==> config.mk <==
export PLATFORM = sky130hd
export DESIGN_NAME = pipe_stall_ctrl
export DESIGN_NICKNAME = d
export VERILOG_FILES = /design/src/rtl/vpu_ctrl_pkg.sv /design/src/rtl/vec_chunk_cnt.sv /design/src/rtl/pipe_stall_ctrl.sv
export SDC_FILE = /design/constraint.sdc
export NUM_CORES = 1
export LEC_CHECK = 0
export ABC_AREA = 1
export BUFFER_PORTS_ARGS = -buffer_cell sky130_fd_sc_hd__buf_2
export CAP_MARGIN = 25
export CORE_MARGIN = 1
export CORE_UTILIZATION = 52
export DETAILED_ROUTE_END_ITERATION = 7
export PLACE_DENSITY_LB_ADDON = 0.05
export SLEW_MARGIN = 20
export SYNTH_ARGS = -nofsm -noshare
export SYNTH_HDL_FRONTEND = slang
export SYNTH_SLANG_ARGS = --single-unit
==> constraint.sdc <==
create_clock -name clk -period 1.7 [get_ports clk]
set_clock_uncertainty 0.05 [all_clocks]
set_input_delay 0.085 -clock clk [delete_from_list [all_inputs] [get_ports clk]]
set_output_delay 0.085 -clock clk [all_outputs]
set_load 0.02 [all_outputs]
==> src/rtl/vpu_ctrl_pkg.sv <==
// Shared types and size helpers for the vector pipeline stall controller.
package vpu_ctrl_pkg;

    typedef enum logic {
        RUN   = 1'b0,
        VEXEC = 1'b1
    } stall_state_t;

    typedef struct packed {
        logic fd;
        logic de;
        logic em;
        logic mw;
    } stage_en_t;

    function automatic int unsigned calc_nchunk(input int unsigned lanes,
                                                input int unsigned chunk);
        return lanes / chunk;
    endfunction

    // Chunk index needs at least one bit even when an op fits in a single EX cycle.
    function automatic int unsigned calc_cnt_w(input int unsigned nchunk);
        int unsigned w;
        w = $clog2(nchunk);
        return (w < 1) ? 1 : w;
    endfunction

endpackage

==> src/rtl/vec_chunk_cnt.sv <==
// Chunk index counter for vector ops: clear beats load beats increment; hold otherwise.
module vec_chunk_cnt
    import vpu_ctrl_pkg::*;
#(
    parameter int unsigned NCHUNK = 4,
    parameter int unsigned CNT_W  = calc_cnt_w(NCHUNK)
) (
    input  logic             clk,
    input  logic             reset,
    input  logic             load_i,
    input  logic             inc_i,
    input  logic             clr_i,
    output logic [CNT_W-1:0] cnt_o,
    output logic             last_o
);

    localparam logic [CNT_W-1:0] CntOne  = CNT_W'(1);
    localparam logic [CNT_W-1:0] CntLast = CNT_W'(NCHUNK - 1);

    logic [CNT_W-1:0] r_cnt;

    // Load sets 1 because chunk 0 is consumed in the start cycle itself.
    always_ff @(posedge clk or negedge reset) begin
        if (!reset) begin
            r_cnt <= '0;
        end else if (clr_i) begin
            r_cnt <= '0;
        end else if (load_i) begin
            r_cnt <= CntOne;
        end else if (inc_i) begin
            r_cnt <= r_cnt + CntOne;
        end
    end

    assign cnt_o  = r_cnt;
    assign last_o = (r_cnt == CntLast);

endmodule

==> src/rtl/pipe_stall_ctrl.sv <==
// Pipeline enable/flush sequencer: resolves memory, vector, branch and load-use hazards
// into per-bank enables and bubble requests, and counts front-end stall cycles.
module pipe_stall_ctrl
    import vpu_ctrl_pkg::*;
#(
    parameter int unsigned LANES = 8,
    parameter int unsigned CHUNK = 2
) (
    input  logic                                      clk,
    input  logic                                      reset,
    input  logic                                      mem_busy_i,
    input  logic                                      branch_taken_i,
    input  logic                                      load_use_i,
    input  logic                                      vec_start_i,
    output logic                                      en_fd_o,
    output logic                                      en_de_o,
    output logic                                      en_em_o,
    output logic                                      en_mw_o,
    output logic                                      flush_fd_o,
    output logic                                      flush_de_o,
    output logic                                      vec_busy_o,
    output logic [calc_cnt_w(calc_nchunk(LANES, CHUNK))-1:0] vec_chunk_o,
    output logic                                      vec_done_o,
    output logic [15:0]                               stall_cnt_o
);

    localparam int unsigned NCHUNK = calc_nchunk(LANES, CHUNK);
    localparam int unsigned CNT_W  = calc_cnt_w(NCHUNK);

    stall_state_t     r_state;
    stall_state_t     w_state_d;
    logic [15:0]      r_stall_cnt;

    stage_en_t        w_en;
    logic             w_flush_fd;
    logic             w_flush_de;
    logic             w_busy;
    logic             w_done;
    logic [CNT_W-1:0] w_chunk;

    logic             w_cnt_load;
    logic             w_cnt_inc;
    logic             w_cnt_clr;
    logic [CNT_W-1:0] w_cnt;
    logic             w_cnt_last;

    vec_chunk_cnt #(
        .NCHUNK (NCHUNK),
        .CNT_W  (CNT_W)
    ) u_vec_chunk_cnt (
        .clk    (clk),
        .reset  (reset),
        .load_i (w_cnt_load),
        .inc_i  (w_cnt_inc),
        .clr_i  (w_cnt_clr),
        .cnt_o  (w_cnt),
        .last_o (w_cnt_last)
    );

    always_ff @(posedge clk or negedge reset) begin
        if (!reset) begin
            r_state <= RUN;
        end else begin
            r_state <= w_state_d;
        end
    end

    // Priority: mem_busy > vector sequencing > branch > load_use.
    always_comb begin
        w_en       = '{fd: 1'b1, de: 1'b1, em: 1'b1, mw: 1'b1};
        w_flush_fd = 1'b0;
        w_flush_de = 1'b0;
        w_busy     = 1'b0;
        w_done     = 1'b0;
        w_chunk    = '0;
        w_state_d  = r_state;
        w_cnt_load = 1'b0;
        w_cnt_inc  = 1'b0;
        w_cnt_clr  = 1'b0;

        if (!reset) begin
            w_en = '0;
        end else if (mem_busy_i) begin
            w_en = '0;
            if (r_state == VEXEC) begin
                w_busy  = 1'b1;
                w_chunk = w_cnt;
            end
        end else if (r_state == VEXEC) begin
            w_busy  = 1'b1;
            w_chunk = w_cnt;
            if (w_cnt_last) begin
                w_done    = 1'b1;
                w_state_d = RUN;
                w_cnt_clr = 1'b1;
            end else begin
                w_en.fd   = 1'b0;
                w_en.de   = 1'b0;
                w_cnt_inc = 1'b1;
            end
        end else if (vec_start_i) begin
            w_busy = 1'b1;
            if (NCHUNK == 1) begin
                w_done = 1'b1;
            end else begin
                w_en.fd    = 1'b0;
                w_en.de    = 1'b0;
                w_state_d  = VEXEC;
                w_cnt_load = 1'b1;
            end
        end else if (branch_taken_i) begin
            w_flush_fd = 1'b1;
            w_flush_de = 1'b1;
        end else if (load_use_i) begin
            w_en.fd    = 1'b0;
            w_flush_de = 1'b1;
        end
    end

    always_ff @(posedge clk or negedge reset) begin
        if (!reset) begin
            r_stall_cnt <= '0;
        end else if (!w_en.fd && (r_stall_cnt != 16'hFFFF)) begin
            r_stall_cnt <= r_stall_cnt + 16'd1;
        end
    end

    assign en_fd_o     = w_en.fd;
    assign en_de_o     = w_en.de;
    assign en_em_o     = w_en.em;
    assign en_mw_o     = w_en.mw;
    assign flush_fd_o  = w_flush_fd;
    assign flush_de_o  = w_flush_de;
    assign vec_busy_o  = w_busy;
    assign vec_chunk_o = w_chunk;
    assign vec_done_o  = w_done;
    assign stall_cnt_o = r_stall_cnt;

endmodule

== After elaboration in Yosys (flattened, before gate mapping) ==
Index checks and enable logic that the tools add are counted.
Storage, ports and cells
  bits of input ports: 6
  logic and storage cells: 54
  output and inout bits: 26
  register bits: 19
Cells by class
  equality and inequality tests: 2
  mux-type cells: 42
  add/subtract/negate cells: 2
  bitwise logic cells: 1
  reductions and logical operators: 4
Operators by type and width (count)
  $mux 1: 32
  $mux 2: 9
  $add 16x1->16 const B: 1
  $ne 16x16->1 const B: 1
  $mux 4: 1
  $reduce_bool 3->1: 1
  $add 2x1->2 const B: 1
  $eq 2x2->1 const B: 1
  $reduce_and 2->1: 1
  $logic_and 1x1->1: 1
  $logic_not 1->1: 1
  $not 1->1: 1

== Longest topological paths before layout ==
  depth after elaboration: 8
  gate-level depth with buffers: 9
  mapped depth without buffers: 9

== By module ==
From an unflattened synthesis, not the netlist that was laid out.
Unflattened totals
  cell total of the unflattened synthesis: 197
  area total of the unflattened synthesis: 1357.6 µm²
Modules (own cells, without submodules)
  pipe_stall_ctrl: times used 1, cells each 182, seq. area each 425.4 µm², area an instance 1239.9 µm²
  vec_chunk_cnt: times used 1, cells each 15, seq. area each 50.0 µm², area an instance 117.6 µm²

== Worst setup path before layout ==
Ideal clock, no wire load.
  kind: reg-to-reg
  from: reg r_stall_cnt[0], in the netlist stall_cnt_o[0]
  to: reg r_stall_cnt[7], in the netlist stall_cnt_o[7]
  clock period less this slack: 1.638 ns
  required time: 1.533 ns
  cell stages (with the launch flop): 10
  setup slack: 0.062 ns
  setup time: 0.117 ns
  arrival time: 1.471 ns
  path buffers: 1
  path through: dfrtp_1 -> ha_1 -> inv_1 -> nor2_4 -> nand2_4 -> nor2_2 -> nor2_4 -> buf_6 -> nand2_1 -> nand2_1
Between the ends
  longest elaborated chain between the ends: 2
  elaborated cells on any way between the ends: 3
  classes of those cells: add/sub: 1; eq/ne: 1; reduce/logical: 1
RTL lines
  from (decl): line pipe_stall_ctrl.sv:32  | logic [15:0] r_stall_cnt;
  from (signal assigned): line pipe_stall_ctrl.sv:124  | r_stall_cnt <= r_stall_cnt + 16'd1;
  parallel branches: the longest is 2 deep, another holds $add 16x1->16
Several ways; the timed one is not identified.
A chain may end at the register's enable or synchronous reset.

== Worst setup path after layout ==
  from: in reset
  to: out flush_fd_o
Between the ends
  longest elaborated chain between the ends: 1
RTL lines
  from (decl): line pipe_stall_ctrl.sv:10  | input logic reset,
  $mux 1: line pipe_stall_ctrl.sv:81  | if (!reset) begin
  to (decl): line pipe_stall_ctrl.sv:19  | output logic flush_fd_o,
No other way between the ends.

==> results.tsv <==
stage	metric	value	unit
logic_synthesis	top-count cell post-synth	nand2_1	
clock_tree	Clock Sink Count	19	
finish	FF/Latch Area	475	um^2
route	TritonRoute pass-1 iters	4	
critical_path	R2R cell count	9	
global_routing	grt ovf	0	
global_routing	initial antenna violation count	0	
critical_path	Worst setup SP type	input pin	
sta	worst rel slew slack	0.809	
sta	fmax	635	MHz
logic_synthesis	sequential-to-total area share from yosys stat	0.377	
route	antenna viol nets, final	0	
global_routing	number of global-route vias before repair	1139	
sta	Finish-stage setup viols	0	
sta	Final Hold Fails	0	
logic_synthesis	share of the synthesized area in the top cell type	0.377	
sta	Fin Hold WS	106	ps
finish	# diodes	0	
route	# DRC	0	
finish	multi-input logic area	687	um^2
logic_synthesis	Post-synth ARST share	1.00	
logic_synthesis	Yosys top cell by area	dfrtp_1	
clock_tree	CTS tree	done	
clock_tree	H-tree depth	1	
floorplanning	num rows	17	
finish	Final nets	230	
global_routing	first-pass GRT wire length	4.79	mm
critical_path	crit path DAT	1440	ps
finish	Cell Count, Final, Fillers Out	249	
clock_tree	maximum clock insertion buffer count	2	
place	Port-buffer cells	31	
clock_tree	root buf cell	clkbuf_4	
global_routing	GRT Overall Usage	0.242	
logic_synthesis	number of flops mapped to enable cells by yosys	0	
sta	Final min period	1580	ps
sta	final slew viol count	0	
clock_tree	clk slew on worst S/H paths	100	ps
logic_synthesis	cell count after synthesis	182	
route	vias per cell	4.95	
critical_path	Max Fanout on Critical Path	7	
global_routing	largest net degree at the start of global routing	21	
sta	unrepaired setup endpoints after global routing	false	
floorplanning	initial core utilization	0.559	
critical_path	crit path capture type	output port	
logic_synthesis	Post-Syn Area per Cell	6.93	um^2
logic_synthesis	register bit total from synthesis	19	
floorplanning	Die X	51.3	um
place	routability cong.	0.854	
logic_synthesis	Mapped Area	0.00126	mm^2
power_and_ir_drop	Static Leakage	0.000811	uW
hold_path	WHS Path Cells	4	
finish	share of post-route cells with drive strength above 1	0.244	
logic_synthesis	most instantiated cells after synthesis	nand2_1, dfrtp_1, nor2_1	
sta	fin crit share	0.927	
hold_path	hold crit path type	input pin to flip-flop	
floorplanning	Die Y	51.3	um
logic_synthesis	count of cell types in the netlist	21	
logic_synthesis	Synth Flop Type	dfrtp_1	
finish	area grow syn2layout	21.3	%
floorplanning	Core ar.	0.00225	mm^2
sta	worst slew pin tran	285	ps
logic_synthesis	Syn Nets	190	
route	drt first-iter violations	28	
place	dpl hpwl	2.06	mm
power_and_ir_drop	P per Cell Area	1250	mW/mm^2
logic_synthesis	Synth Warn #	0	
floorplanning	Ports	32	
job	max cap viols	0	
critical_path	worst path required time	1560	ps
route	Final Routed Wirelength	2.77	mm
floorplanning	DIE AREA	0.00263	mm^2
clock_tree	worst skew pair latency	290	ps
clock_tree	Inserted Clock Buffers	3	
critical_path	critical path class	input pin to output port	
sta	Fin Setup TNS	0	ps
place	Inst Count DP	243	
run_status	status	finished clean	
power_and_ir_drop	peak supply drop	1.22	mV
route	vias	1232	
finish	Fillers	210	
logic_synthesis	synth top area cells	dfrtp_1, nand2_1, nor2_1	
route	routed length per placed instance	11.1	um
[registers in the layout, indices dropped and copies added, names as in the netlist]
name	count
stall_cnt_o	16
r_state	1
u_vec_chunk_cnt.cnt_o	2
[where the power goes]
group | switching (uW) | internal (uW) | total (uW)
sequential | 173 | 593 | 765
combinational | 583 | 349 | 932
clock | 130 | 91.2 | 221
[path summary, 6_finish.rpt]
path / to / start / slack, ps
worst max-delay path: flush_fd_o / reset / 120
worst min-delay path: r_state / mem_busy_i / 110
worst max register to register: stall_cnt_o[12] / stall_cnt_o[1] / 120
worst min register to register: stall_cnt_o[1] / stall_cnt_o[1] / 490
max in group asynchronous: stall_cnt_o[3] / reset / 1150
min in group asynchronous: stall_cnt_o[9] / reset / 240
[metal layers]
layer	share of wire	track usage	up-vias
met5	0	0	-
met4	0.0087	0.104	0
met3	0.057	0.0327	4
met2	0.48	0.423	52
met1	0.45	0.296	533
li1	-	-	643
[repair_timing]
item                                    4_1_cts  5_1_grt
hold buffers                                  1        0
endpoints found under the setup margin        0        3
setup buffers                                 0        1
resized for setup                             0        1
hold endpoints to repair                     19        0
[metrics by stage]
| step | cell area [um^2] | power [uW] | utilization | setup slack (ps) |
|---|---|---|---|---|
| detailed placement | 1470 | 1690 | 0.653 | 145 |
| finish | 1530 | 1920 | 0.679 | 125 |
| floorplan | 1260 | 1400 | - | 62.3 |
| CTS | 1510 | 1920 | 0.669 | 122 |
| global placement | 1470 | 1660 | 0.653 | 164 |
| global route | 1530 | 2090 | 0.679 | 12.2 |
[worst max-delay path, stage by stage]
cell and delay (ps):
dlygate4sd3_1 510, buf_2 110, inv_1 50, nor2_2 220, nand3_1 150, nor2_1 130
buf_2 180
[final cells by class]
type                            instances  share of cell area
Timing Repair Buffer                   38               0.154
Sequential cell                        19               0.311
Inverter                               19              0.0466
Tap cell                               28              0.0229
Clock buffer                            4              0.0172
Multi-Input combinational cell        141               0.449
[layout by cell type (no fill, tap or decap), drive strengths merged, types with 2 or more instances in the layout]
master  netlist  routed
a21oi         2       2
buf           3      37
clkbuf        0       4
dfrtp        19      19
ha            2       2
inv          19      19
nand2        81      81
nand3         8       8
nand4         4       4
nor2         26      26
o21ai        10      10
xnor2         6       6
[cells by family after synthesis]
family | after synthesis | share of synthesized area
AND/OR/NAND/NOR | 119 | 0.412
buffers and inverters | 22 | 0.0804
flip-flops | 19 | 0.377
AO/OA/AOI/OAI | 13 | 0.0625
XOR/XNOR | 7 | 0.0486
adder cells (fa/ha/maj) | 2 | 0.0198
(Power assumes the default switching activity.)
